**src/rtl/sprite_rom_arbiter_pkg.sv**
```systemverilog
// sprite_rom_arbiter_pkg: shared widths and helpers for the sprite ROM arbiter
package sprite_rom_arbiter_pkg;
  localparam int NREQ_DEF  = 4;
  localparam int DEPTH_DEF = 960;
  localparam int CIDXW     = 3;
  localparam int DATAW_DEF = CIDXW;
  function automatic int addr_width(input int depth);
    return (depth > 1) ? $clog2(depth) : 1;
  endfunction
  function automatic logic [2:0] onehot_to_idx(input logic [7:0] oh);
    logic [2:0] r;
    r = '0;
    for (int i = 0; i < 8; i++) r |= oh[i] ? 3'(i) : 3'd0;
    return r;
  endfunction
endpackage

```
**src/rtl/rr_arbiter.sv**
```systemverilog
// rr_arbiter: round-robin grant with a line-start reset of the priority pointer
module rr_arbiter #(
  parameter int NREQ = 4,
  localparam int IW = (NREQ > 1) ? $clog2(NREQ) : 1
) (
  input  logic            clk,
  input  logic            rst_n,
  input  logic            i_line,
  input  logic [NREQ-1:0] i_req,
  output logic [NREQ-1:0] o_gnt,
  output logic [IW-1:0]   o_winner_idx,
  output logic            o_grant_valid
);
  logic [IW-1:0] r_ptr;
  logic [IW-1:0] w_start;
  logic [IW-1:0] w_cand;
  logic [IW-1:0] w_idx;
  logic [IW-1:0] w_next;
  logic          w_found;
  always_comb begin
    w_start = i_line ? '0 : r_ptr;
    w_cand  = '0;
    w_idx   = '0;
    w_found = 1'b0;
    // scan downwards so the candidate closest to the start is the last to win
    for (int k = NREQ - 1; k >= 0; k--) begin
      w_cand = IW'((int'(w_start) + k) % NREQ);
      if (i_req[w_cand]) begin
        w_found = rst_n;
        w_idx   = w_cand;
      end
    end
    w_next = !w_found ? w_start : (int'(w_idx) == NREQ - 1) ? '0 : w_idx + 1'b1;
  end
  assign o_gnt         = w_found ? NREQ'(1) << w_idx : '0;
  assign o_winner_idx  = w_idx;
  assign o_grant_valid = w_found;
  always_ff @(posedge clk or negedge rst_n)
    if (!rst_n) r_ptr <= '0;
    else        r_ptr <= w_next;
endmodule

```
**src/rtl/sprite_rom_arbiter.sv**
```systemverilog
// sprite_rom_arbiter: shares one synchronous sprite ROM among NREQ requesters
module sprite_rom_arbiter import sprite_rom_arbiter_pkg::*; #(
  parameter int NREQ    = NREQ_DEF,
  parameter int DEPTH   = DEPTH_DEF,
  parameter int ADDRW   = addr_width(DEPTH),
  parameter int DATAW   = DATAW_DEF,
  parameter int ROM_LAT = 1,
  localparam int IW = (NREQ > 1) ? $clog2(NREQ) : 1
) (
  input  logic                  clk,
  input  logic                  rst_n,
  input  logic                  i_line,
  input  logic [NREQ-1:0]       i_req,
  input  logic [NREQ*ADDRW-1:0] i_addr,
  output logic [NREQ-1:0]       o_gnt,
  output logic [ADDRW-1:0]      o_rom_addr,
  input  logic [DATAW-1:0]      i_rom_data,
  output logic [NREQ-1:0]       o_rd_valid,
  output logic [DATAW-1:0]      o_rd_data,
  output logic                  o_busy
);
  logic [NREQ-1:0]  w_gnt;
  logic [IW-1:0]    w_idx;
  logic             w_gv;
  logic             w_busy;
  logic [ADDRW-1:0] r_rom_addr;
  logic [NREQ-1:0]  r_rd_valid;
  logic [DATAW-1:0] r_rd_data;
  // stage 0 lines up with rom_addr, stage ROM_LAT with valid rom_data
  logic [NREQ-1:0]  r_tag [ROM_LAT+1];
  rr_arbiter #(.NREQ(NREQ)) u_arb (
    .clk          (clk),
    .rst_n        (rst_n),
    .i_line       (i_line),
    .i_req        (i_req),
    .o_gnt        (w_gnt),
    .o_winner_idx (w_idx),
    .o_grant_valid(w_gv)
  );
  always_ff @(posedge clk or negedge rst_n) begin
    if (!rst_n) begin
      r_rom_addr <= '0;
      r_rd_valid <= '0;
      r_rd_data  <= '0;
      for (int k = 0; k <= ROM_LAT; k++) r_tag[k] <= '0;
    end else begin
      if (w_gv) r_rom_addr <= i_addr[int'(w_idx)*ADDRW +: ADDRW];
      r_tag[0] <= w_gnt;
      for (int k = 1; k <= ROM_LAT; k++) r_tag[k] <= r_tag[k-1];
      r_rd_valid <= r_tag[ROM_LAT];
      if (|r_tag[ROM_LAT]) r_rd_data <= i_rom_data;
    end
  end
  always_comb begin
    w_busy = |r_rd_valid;
    for (int k = 0; k <= ROM_LAT; k++) w_busy = w_busy | (|r_tag[k]);
  end
  assign o_gnt      = w_gnt;
  assign o_rom_addr = r_rom_addr;
  assign o_rd_valid = r_rd_valid;
  assign o_rd_data  = r_rd_data;
  assign o_busy     = w_busy;
endmodule

```
**config.mk**
```make
export PLATFORM = sky130hd
export DESIGN_NAME = sprite_rom_arbiter
export DESIGN_NICKNAME = d
export VERILOG_FILES = /design/src/rtl/sprite_rom_arbiter_pkg.sv /design/src/rtl/rr_arbiter.sv /design/src/rtl/sprite_rom_arbiter.sv
export SDC_FILE = /design/constraint.sdc
export NUM_CORES = 1
export LEC_CHECK = 0
export CAP_MARGIN = 20
export CORE_UTILIZATION = 45
export DETAILED_ROUTE_END_ITERATION = 6
export MAX_ROUTING_LAYER = met4
export PLACE_DENSITY = 0.86
export SYNTH_ARGS = -nofsm -noshare
export SYNTH_HDL_FRONTEND = slang
export SYNTH_SLANG_ARGS = --single-unit
```
**constraint.sdc**
```tcl
create_clock -name clk -period 3.77 [get_ports clk]
set_input_delay 0.754 -clock clk [delete_from_list [all_inputs] [get_ports clk]]
set_output_delay 0.754 -clock clk [all_outputs]
set_load 0.05 [all_outputs]
```
### Word-level counts from Yosys, hierarchy flattened

Cells that the tools add are included.

| word-level totals | value |
|---|---|
| register bits | 27 |

| cells by class | value |
|---|---|
| equal/unequal tests | 1 |
| bitwise logic cells | 2 |
| shift-type cells | 2 |
| multiplexer cells | 20 |
| $add $sub $neg | 4 |
| magnitude comparators | 4 |
| reduce and logical (&&, ||, !) cells | 3 |
| multipliers | 1 |

Operators by type and width:

| kind | count |
|---|---|
| $shiftx A40 B7 Y10 | 1 |
| $mux W2 | 7 |
| $lt A2 B3 Y1 const B | 4 |
| $reduce_or A4 Y1 | 3 |
| $bmux W1 S2 | 4 |
| $mux W1 | 8 |
| $mul A2 B3 Y5 const B | 1 |
| $add A2 B1 Y2 const B | 2 |
| $add A2 B2 Y2 const B | 2 |
| $mux W4 | 1 |
| $shl A1 B2 Y4 const A | 1 |
| $eq A2 B1 Y1 const B | 1 |
| $or A1 B1 Y1 | 2 |

### Logic depth before layout (Yosys ltp)

Gate-level depths: netlist of run 1.

| logic depth | value |
|---|---|
| word-level depth | 11 |
| gate-level depth with buffers | 9 |
| mapped depth without buffers | 8 |

### By module

A second synthesis of run 1 with hierarchy kept.

| unflattened totals | value |
|---|---|
| cells, all modules | 128 |
| area total of the unflattened synthesis | 1490.2 µm² |

By module, submodules not included:

| module | times used | area an instance (µm²) | cells an instance |
|---|---|---|---|
| sprite_rom_arbiter | 1 | 1076.0 | 78 |
| rr_arbiter | 1 | 414.1 | 50 |

### Least setup slack after synthesis of run 1

Ideal clock, no wire load.

| timing path | value |
|---|---|
| path kind | in2out |
| from | in i_line |
| to | out o_gnt[0] |
| cell stages on the path | 7 |
| data arrival time | 2.596 ns |
| slack | 0.420 ns |
| cells stage by stage | buf_2 o21bai_1 a32oi_1 and2b_1 a21oi_1 or2_2 nor2_1 |

| between the ends | value |
|---|---|
| word-level cells in the longest chain between the ends | 10 |

Ends and longest elaborated chain:

| what | RTL line | RTL |
|---|---|---|
| start: declaration | sprite_rom_arbiter.sv:12 | `input logic i_line,` |
| $mux W2 * | rr_arbiter.sv:21 | `w_start = i_line ? '0 : r_ptr;` |
| $add A2 B2 Y2 | rr_arbiter.sv:27 | `w_cand = IW'((int'(w_start) + k) % NREQ);` |
| $bmux W1 S2 | rr_arbiter.sv:28 | `if (i_req[w_cand]) begin` |
| $mux W1 (implied by the code) | rr_arbiter.sv:28 |  |
| $mux W2 (4 in series) | rr_arbiter.sv:28 |  |
| $shl A1 B2 Y4 | rr_arbiter.sv:35 | `assign o_gnt = w_found ? NREQ'(1) << w_idx : '0;` |
| $mux W4 * | rr_arbiter.sv:35 |  |
| end: declaration | sprite_rom_arbiter.sv:15 | `output logic [NREQ-1:0] o_gnt,` |

Every way passes the cells marked *; elsewhere a longest branch is shown, timed or not. The select of a mux whose other input is x is not followed.

### Final worst setup path of run 1

| timing path | value |
|---|---|
| from | in i_req[2] |
| to | out o_gnt[3] |

| between the ends | value |
|---|---|
| word-level cells in the longest chain between the ends | 8 |

Ends and longest elaborated chain:

| what | RTL line | RTL |
|---|---|---|
| start: declaration | sprite_rom_arbiter.sv:13 | `input logic [NREQ-1:0] i_req,` |
| $bmux W1 S2 | rr_arbiter.sv:28 |  |
| $mux W1 (implied by the code) | rr_arbiter.sv:28 |  |
| $mux W2 (4 in series) | rr_arbiter.sv:28 |  |
| $shl A1 B2 Y4 | rr_arbiter.sv:35 |  |
| $mux W4 * | rr_arbiter.sv:35 |  |

Marks and branches as above.

==> results of run 1 <==
[how the worst max path moves through the flow]
stage,start,endpoint,slack (ns),cells past startpoint
6_report,i_req[2],o_gnt[3],0.07,9
5_1_grt,i_req[2],o_gnt[3],0.005,9
4_1_cts,i_req[3],o_gnt[3],0.02,9
3_5_place_dp,i_req[3],o_gnt[3],0.03,9
3_3_place_gp,i_req[3],o_gnt[3],0.13,9
2_1_floorplan,i_line,o_gnt[0],0.42,7
[cell usage after synthesis (all sizes together) (2+ instances only)]
library cell and n:
a22o 11, a32oi 2, a21oi 4, mux2i 22, nand2b 3, nor2b 3
buf 7, inv 2, nand2 11, o22a 11, o21ai 2, mux2 3
dfrtp 27, o221ai 11, clkbuf 4, and2 2, nor4 3
[registers in the layout, summed over array words and instances (netlist names)]
name / count
o_rd_data: 3
o_rd_valid: 4
o_rom_addr: 10
r_tag: 8
u_arb.r_ptr: 2
[stage by stage]
step	area (um2)	std cells	hold slack, ns
2_1_floorplan	1600	145	0.354
3_3_place_gp	2380	256	0.357
3_5_place_dp	2380	256	0.366
4_1_cts	2410	260	0.399
5_1_grt	2420	260	0.409
6_report	2420	260	0.395
[metal layers]
layer	share of wire (%)	wire, um	global-route usage [%]	vias to the layer above
li1	-	-	-	704
met1	43	1740	27.5	714
met2	50	2040	38.4	78
met3	6.8	279	4.97	4
met4	0.76	31	4.13	0
met5	0	0	-	-
[cell families (layout without fill, tap and decap cells)]
group / count (synthesis) / count (layout) / synth area share [%]
compound gates: 49 / 49 / 25.9
buf+inv: 13 / 82 / 4.60
simple gates: 29 / 29 / 10.2
fa+ha+maj: 1 / 1 / 0.780
mux: 25 / 25 / 15.8
xor+xnor: 1 / 1 / 0.546
flops: 27 / 27 / 42.1
[cell type report]
cell class,instances,area share (%)
timing repair buffer,76,32.8
clock inverter,1,0.310
sequential,27,27.9
multi-input combinational,105,35.3
tap,46,2.38
inverter,2,0.310
clock buffer,3,0.931
[power groups by stage]
stage          registers (W)  logic, W  clock network [W]
2_1_floorplan       0.000693  0.000506                  0
3_3_place_gp        0.000468   0.00104                  0
3_5_place_dp        0.000473   0.00107                  0
4_1_cts             0.000470   0.00107           0.000130
5_1_grt             0.000482   0.00112           0.000140
6_report            0.000471   0.00107           0.000128
[critical path, stage by stage]
cell and delay [ns]:
clkdlybuf4s50_1 0.57, nand2_1 0.12, o22a_1 0.23, o221ai_2 0.26, a21oi_1 0.16, or2_2 0.33
ha_1 0.20, and2_1 0.18, buf_12 0.16
[what timing repair did]
item | 4_1_cts | 5_1_grt
setup buffers | 0 | 0
gates resized for setup | 0 | 2
endpoints found under the hold margin | 0 | 0
setup endpoints to repair | 0 | 2
==> metrics.txt, run 1 <==
status=completed; drt pass-1 iters=4; CTS sink cnt=27; RePlAce Congestion=0.875; sequential share of the synthesized area=42.1%; CTS root buf=clkbuf_4; Total Routing Usage GR=22.4%; Max VDD drop=365 uV; Mapped Area=1600 um2; EDFF count, synth=0; Int Pwr=0.000875 W; Final period util=98.2%; Final #Nets=266; number of buffers created by CTS=3; ys async rst share=100%; Initial Util=47.7%; Comb power frac=64.1%; final wirelength=4.09 mm; initial antenna violation count=0; setup ws final=0.0685 ns; most common flop cell mapped by yosys=dfrtp_1; endpoints failing setup=0; LEAKAGE=1.07 nW; FF-to-FF End=o_rom_addr[7]$_DFFE_PN0P_; fraction of layout cells with a size suffix above 1=9.81%; Syn Inst Count=145; hold_buf cts=0; area delta synth->final=50.8%; Power, Total=0.00167 W; clock share of power=7.7%; fmax=0.270 GHz; vias in the first global route=1417; Slew Viols, Final=0; vias per inst=5.77; reg-to-reg setup timing slack=1.43 ns; top area cells in the synthesized netlist=dfrtp_1 42%, mux2i_1 14%, a22o_1 6.0%; NetSw=0.000793 W; Worst Min Path Start=r_tag[0]$_DFF_PN0_; Rel. slew slack=52.3%; area fraction of the dominant cell type after synthesis=42.1%; Reg2Reg Depth=7; Power Density=690 nW/um2; worst path required time=3.02 ns; clock latency on the worst-skew pair=0.33 ns; max-cap violation count=0; Hold WC Path Type=flip-flop to flip-flop; Yosys cell types=39; H-tree Lvls=1; DRC Markers=0; commonest non-fill, non-tap cell in the layout=clkdlybuf4s50_1; Clock Skew=0.00747 ns; post-detail-place hpwl=3.20 mm; wire per inst=15.7 um; hold path endpoint=o_rd_valid[0]$_DFF_PN0_; fillcell total=264; post-synth top area cell=dfrtp_1; crit path DAT=2.95 ns; most frequent cells in the layout=65 x clkdlybuf4s50_1, 27 x dfrtp_1, 22 x mux2i_1, 11 x o22a_1, 11 x a22o_1; Setup CP Type=primary input to output pin; critical path endpoint category=output pin; CP max FO=6; DIE AREA=3810 um2; n_diodes=0; Hold Violations, Final=0; syn_nets=196; Slew @ Worst Pin=0.709 ns; switching share of total power=47.5%; Final Util=71.9%; Die Ht=61.7 um; CTS tree=yes; FF+latch area=676 um2; post-route ant nets=0; port bufs=71; syn_area_per_cell=11.1 um2; RSZ-0062 raised after global routing=false; Core Box Area=3360 um2; worst slack, placed=0.0321 ns; Site Rows=21; global-route wire length before repair=6.11 mm; initial DRC count=39; setup TNS=0 ns; area of the multi-input gates=855 um2; Die Wd=61.7 um; sequential fraction of design power=28.2%; Yosys reg bits=27; Clk pin slew, worst setup/hold paths=0.14 ns; worst flop-to-flop path startpoint=u_arb.r_ptr[0]$_DFF_PN0_; DR vias=1500; Longest Clk Path Bufs=2; grt total ovfl=0; largest net degree at the start of global routing=28; total number of yosys warnings=0; Period minus WS final=3.70 ns; I/O pins=72; hold path cells=0; startpoint types=primary input
Note: power is estimated with default switching activity, not from simulation.
==> inputs of run 2 (changes only) <==
--- a/config.mk
+++ b/config.mk
@@ -10,6 +10,7 @@
 export DETAILED_ROUTE_END_ITERATION = 6
 export MAX_ROUTING_LAYER = met4
 export PLACE_DENSITY = 0.86
+export RECOVER_POWER = 50
 export SYNTH_ARGS = -nofsm -noshare
 export SYNTH_HDL_FRONTEND = slang
 export SYNTH_SLANG_ARGS = --single-unit
==> run 2 against run 1 <==
Against the previous run: worst hold slack barely moved; non-clock buffer count unchanged; power hardly changed; clock-buffer cell count stayed put; register-to-register slack worse by 0.02 ns; final cell count did not move; clock skew is essentially flat; critical path depth stayed put; sequential share of layout area about the same; core utilization shrank 0.11 points; critical path type unchanged.
==> metrics.txt, run 2 (same netlist as run 1, synthesis figures left out) <==
Period minus WS final=3.68 ns (-0.0222 ns); Die Wd=61.7 um (unchanged); Total Routing Usage GR=22.4% (unchanged); Site Rows=21 (unchanged); Reg2Reg Depth=7 (unchanged); Hold Violations, Final=0 (unchanged); wire per inst=15.7 um (-0.24%); CTS sink cnt=27 (unchanged); met3 Use GR=4.97% (unchanged); worst path required time=3.02 ns (about the same); H-tree Lvls=1 (unchanged); drt pass-1 iters=4 (unchanged); post-route ant nets=0 (unchanged); smallest hold slack=0.395 ns (-0.000103 ns); worst slack, placed=0.0321 ns (unchanged); grt total ovfl=0 (unchanged); CTS tree=yes; reg-to-reg setup timing slack=1.41 ns (-0.02 ns); fraction of layout cells with a size suffix above 1=9.35% (-0.47 points); setup repair bufs after CTS=0 (unchanged); hold path cells=0 (unchanged); Worst Setup EP=o_gnt[3]; I/O pins=72 (unchanged); status=completed; DIE AREA=3810 um2 (unchanged); n_diodes=0 (unchanged); CP max FO=6 (unchanged); RePlAce Congestion=0.875 (unchanged); Core Box Area=3360 um2 (unchanged); FF-to-FF End=o_rom_addr[7]$_DFFE_PN0P_; global-route wire length before repair=6.11 mm (unchanged); Hold WC Path Type=flip-flop to flip-flop; Initial Util=47.7% (unchanged); Critical path origin=i_req[2]; Final #Nets=266 (unchanged); number of buffers created by CTS=3 (unchanged); initial antenna violation count=0 (unchanged); DP Area=2380 um2 (unchanged); Max VDD drop=365 uV (about the same); most frequent cells in the layout=64 x clkdlybuf4s50_1, 27 x dfrtp_1, 22 x mux2i_1, 11 x o22a_1, 11 x a22o_1; Final period util=97.6% (-0.59 points); Slew Viols, Final=0 (unchanged); LEAKAGE=1.06 nW (-0.32%); port bufs=71 (unchanged); max-cap violation count=0 (unchanged); Power Density=690 nW/um2 (about the same); crit path DAT=2.93 ns (-0.02 ns); fmax=0.272 GHz (+0.60%); Rel. slew slack=8.41% (-44 points); clock latency on the worst-skew pair=0.33 ns (about the same); commonest non-fill, non-tap cell in the layout=clkdlybuf4s50_1; Setup CP Type=primary input to output pin; post-detail-place hpwl=3.20 mm (unchanged); CTS root buf=clkbuf_4; Clock Skew=0.00790 ns (+0.000421 ns); largest net degree at the start of global routing=28 (unchanged); met1 usage=27.5% (unchanged); Clk pin slew, worst setup/hold paths=0.14 ns (about the same); worst flop-to-flop path startpoint=u_arb.r_ptr[0]$_DFF_PN0_; startpoint types=primary input; initial DRC count=39 (unchanged); setup ws final=0.0907 ns (+0.0222 ns); grt met2 use=38.4% (unchanged); final wirelength=4.08 mm (-0.24%); vias in the first global route=1417 (unchanged); critical path endpoint category=output pin; vias per inst=5.77 (about the same); endpoints failing setup=0 (unchanged); finished layout cell area=2410 um2 (-0.16%); Largest register FFs=10 (unchanged); Longest Clk Path Bufs=2 (unchanged); area delta synth->final=50.5%; Slew @ Worst Pin=1.37 ns (+0.665 ns); busiest grt layer=met2; RSZ-0062 raised after global routing=false; DR vias=1499 (-0.067%); DRC Markers=0 (unchanged); setup TNS=0 ns (unchanged); Die Ht=61.7 um (unchanged)
## run 2: area by class of cell
cell class	instances	area (um2)
clock buffer	3	22.5
clock inverter	1	7.51
fill	266	948
tap	46	57.6
timing repair buffer	76	790
multi-input combinational	105	855
sequential	27	676
inverter	2	7.51
## run 2: report_power, final
group / internal [W] / leakage, nW / switching [W]
combinational: 0.000447 / 0.714 / 0.000621
sequential: 0.000387 / 0.335 / 0.0000839
clock: 0.0000406 / 0.0139 / 0.0000874
## run 2: metal layers
layer | vias up | share of wire, %
met5 | - | 0
met4 | 0 | 1.0
met3 | 6 | 6.7
met2 | 78 | 50
met1 | 710 | 43
li1 | 705 | -
## run 2: worst min path at each step
| stage | from | to | slack (ns) |
|---|---|---|---|
| 5_1_grt | r_tag[6]$_DFF_PN0_ | r_tag[2]$_DFF_PN0_ | 0.41 |
| 4_1_cts | r_tag[0]$_DFF_PN0_ | o_rd_valid[0]$_DFF_PN0_ | 0.40 |
| 3_3_place_gp | r_tag[0]$_DFF_PN0_ | o_rd_valid[0]$_DFF_PN0_ | 0.36 |
| 6_report | r_tag[0]$_DFF_PN0_ | o_rd_valid[0]$_DFF_PN0_ | 0.40 |
| 3_5_place_dp | r_tag[0]$_DFF_PN0_ | o_rd_valid[0]$_DFF_PN0_ | 0.37 |
| 2_1_floorplan | r_tag[1]$_DFF_PN0_ | o_rd_valid[1]$_DFF_PN0_ | 0.35 |
## run 2: what timing repair did
action | CTS | global route
endpoints found under the setup margin | 0 | 2
gates resized for setup | 0 | 2
hold buffers | 0 | 0
## run 2: critical path, cell delays in order
cell,delay [ns]
clkdlybuf4s50_1,0.57
nand2_1,0.11
o22a_1,0.22
o221ai_2,0.26
a21oi_1,0.16
or2_2,0.33
ha_1,0.20
and2_1,0.18
buf_12,0.16
## run 2: through the flow
step / instances / utilization, % / total power, W
floorplan: 145 / - / 0.00120
global placement: 256 / 70.9 / 0.00151
detailed placement: 256 / 70.9 / 0.00154
CTS: 260 / 71.8 / 0.00167
global route: 260 / 71.8 / 0.00175
finish: 260 / 71.8 / 0.00167
==> inputs of run 3 (changes only) <==
--- a/config.mk
+++ b/config.mk
@@ -9,7 +9,7 @@
 export CORE_UTILIZATION = 45
 export DETAILED_ROUTE_END_ITERATION = 6
 export MAX_ROUTING_LAYER = met4
-export PLACE_DENSITY = 0.86
+export PLACE_DENSITY = 0.93
 export RECOVER_POWER = 50
 export SYNTH_ARGS = -nofsm -noshare
 export SYNTH_HDL_FRONTEND = slang
==> run 3 against run 2 <==
Against the previous run: clock-buffer cell count unchanged; global-route usage is the same; sequential power is 1% lower; setup slack better by 0.090 ns; die area unchanged; first-iteration DRC count is 13% lower; via count is 3.3% lower; clock power about the same; clock skew fell by 0.0034 ns; power decreased by 0.95%; critical path type unchanged; critical endpoint unchanged.
==> metrics.txt, run 3 (same netlist as run 1, synthesis figures left out) <==
status=completed; cell family with most CP delay=buffers and inverters; setup TNS=0 ns (unchanged); H-tree Lvls=1 (unchanged); Max VDD drop=332 uV (-9.2%); fmax=0.279 GHz (+2.5%); drt pass-1 iters=4 (unchanged); Clk pin slew, worst setup/hold paths=0.14 ns (about the same); RePlAce Congestion=0.907 (+3.7%); I/O pins=72 (unchanged); port bufs=71 (unchanged); Core Box Area=3360 um2 (unchanged); worst slack, placed=0.00648 ns (-0.0256 ns); DRC Markers=0 (unchanged); Hold WC Path Type=flip-flop to flip-flop; CTS sink cnt=27 (unchanged); Largest stage delay, worst path=0.57 ns (about the same); wire per inst=14.9 um (-5.0%); fraction of layout cells with a size suffix above 1=9.30% (-0.043 points); number of buffers created by CTS=3 (unchanged); Initial Util=47.7% (unchanged); LEAKAGE=1.07 nW (+0.58%); Int Pwr=0.000872 W (-0.27%); setup ws final=0.181 ns (+0.0900 ns); worst path required time=3.02 ns (about the same); Period minus WS final=3.59 ns (-0.0900 ns); Clock Skew=0.00453 ns (-0.00337 ns); Slew @ Worst Pin=1.46 ns (+0.0864 ns); CP max FO=5 (-1); most frequent cells in the layout=63 x clkdlybuf4s50_1, 27 x dfrtp_1, 22 x mux2i_1, 11 x o22a_1, 11 x a22o_1; CTS tree=yes; Largest register FFs=10 (unchanged); initial DRC count=34 (-13%); DIE AREA=3810 um2 (unchanged); DR vias=1450 (-3.3%); Die Ht=61.7 um (unchanged); Longest Clk Path Bufs=2 (unchanged); switching share of total power=47.2% (-0.36 points); hold_buf cts=0 (unchanged); RSZ-0062 raised after global routing=false; final wirelength=3.89 mm (-4.6%); global-route wire length before repair=6.10 mm (-0.11%); Critical path origin=i_req[0]; Power Density=682 nW/um2 (-1.2%); endpoints failing setup=0 (unchanged); Worst Min Path Start=r_tag[0]$_DFF_PN0_; post-route ant nets=0 (unchanged); grt total ovfl=0 (unchanged); Final #Nets=267 (+0.38%); Final period util=95.2% (-2.4 points); Slew Viols, Final=0 (unchanged); critical path endpoint category=output pin; startpoint types=primary input; clock latency on the worst-skew pair=0.32 ns (about the same); Total Routing Usage GR=22.4% (unchanged); Buffers & Inverters on Critical Path=2 (unchanged); critical path, cell by cell=clkdlybuf4s50_1, mux2i_1, o21ai_1, o221ai_2, o2111a_1, or2_2, ha_1, and2_1, buf_12; clock share of power=7.7% (about the same); vias in the first global route=1378 (-2.8%); post-detail-place hpwl=2.99 mm (-6.6%); largest net degree at the start of global routing=28 (unchanged); max-cap violation count=0 (unchanged); CTS root buf=clkbuf_4; Site Rows=21 (unchanged); Hold Violations, Final=0 (unchanged); crit path DAT=2.84 ns (-0.09 ns); sequential fraction of design power=28.1% (-0.2 points); Rel. slew slack=2.65% (-5.8 points); initial antenna violation count=0 (unchanged); worst flop-to-flop path startpoint=u_arb.r_ptr[0]$_DFF_PN0_; commonest non-fill, non-tap cell in the layout=clkdlybuf4s50_1; NetSw=0.000778 W (-1.7%); Die Wd=61.7 um (unchanged); setup repair bufs after CTS=0 (unchanged); Final Util=72.0% (+0.19 points); Setup CP Type=primary input to output pin; Power, Total=0.00165 W (-0.95%); critical path's slowest cell=clkdlybuf4s50_1; vias per inst=5.56 (-3.6%); Comb power frac=64.2% (about the same); area delta synth->final=50.9%; n_diodes=0 (unchanged)
-- run 3: changes by cell type in the layout (fill, tap and decap cells not counted), sizes merged --
cell           change
buf                +1
clkdlybuf4s50      -1
dlygate4sd2        +1
-- run 3: path summary, 6_finish.rpt --
path / depth (start not counted) / slack (ns) / endpoint
max in group asynchronous: 2 / 1.61 / o_rom_addr[8]$_DFFE_PN0P_
worst max register to register: 7 / 1.38 / o_rom_addr[0]$_DFFE_PN0P_
min in group asynchronous: 2 / 1.32 / r_tag[6]$_DFF_PN0_
worst min register to register: 0 / 0.40 / o_rd_valid[0]$_DFF_PN0_
worst min-delay path: 0 / 0.40 / o_rd_valid[0]$_DFF_PN0_
worst max-delay path: 9 / 0.18 / o_gnt[3]
-- run 3: power by group through the flow --
stage / clock network [W] / logic, W / registers (W)
2_1_floorplan: 0 / 0.000506 / 0.000693
3_3_place_gp: 0 / 0.00105 / 0.000466
3_5_place_dp: 0 / 0.00107 / 0.000469
4_1_cts: 0.000129 / 0.00107 / 0.000463
5_1_grt: 0.000142 / 0.00113 / 0.000478
6_report: 0.000126 / 0.00106 / 0.000464
-- run 3: cell type report --
type / instances / area (um2)
well taps: 46 / 57.6
clock buffers: 3 / 22.5
fillers: 278 / 942
clock inverters: 1 / 7.51
repair buffers: 77 / 796
multi-input cells: 105 / 855
flip-flops and latches: 27 / 676
inverters: 2 / 7.51
-- run 3: stage by stage --
stage | hold WS (ns) | area, um2 | cells
2_1_floorplan | 0.354 | 1600 | 145
3_3_place_gp | 0.360 | 2390 | 257
3_5_place_dp | 0.368 | 2390 | 257
4_1_cts | 0.399 | 2420 | 261
5_1_grt | 0.403 | 2420 | 261
6_report | 0.401 | 2420 | 261
-- run 3: layer usage --
metal | routed length, um | vias up | track usage (%) | share of wire (%)
li1 | - | 714 | - | -
met1 | 1700 | 674 | 26.5 | 44
met2 | 1890 | 60 | 36.6 | 49
met3 | 279 | 2 | 7.25 | 7.2
met4 | 21 | 0 | 6.98 | 0.54
met5 | 0 | - | - | 0
-- run 3: worst reg2reg max path, stage by stage, from the launching register on --
cell,delay (ns)
dfrtp_1,0.59
nand2b_1,0.21
o2bb2ai_1,0.17
o32ai_1,0.39
nand2_2,0.16
o21ba_1,0.50
a22o_1,0.21
o22a_1,0.11
-- run 3: repair_timing --
item	in CTS	in global routing
gates resized for setup	1	2
setup endpoints to repair	1	1
endpoints found under the hold margin	0	0
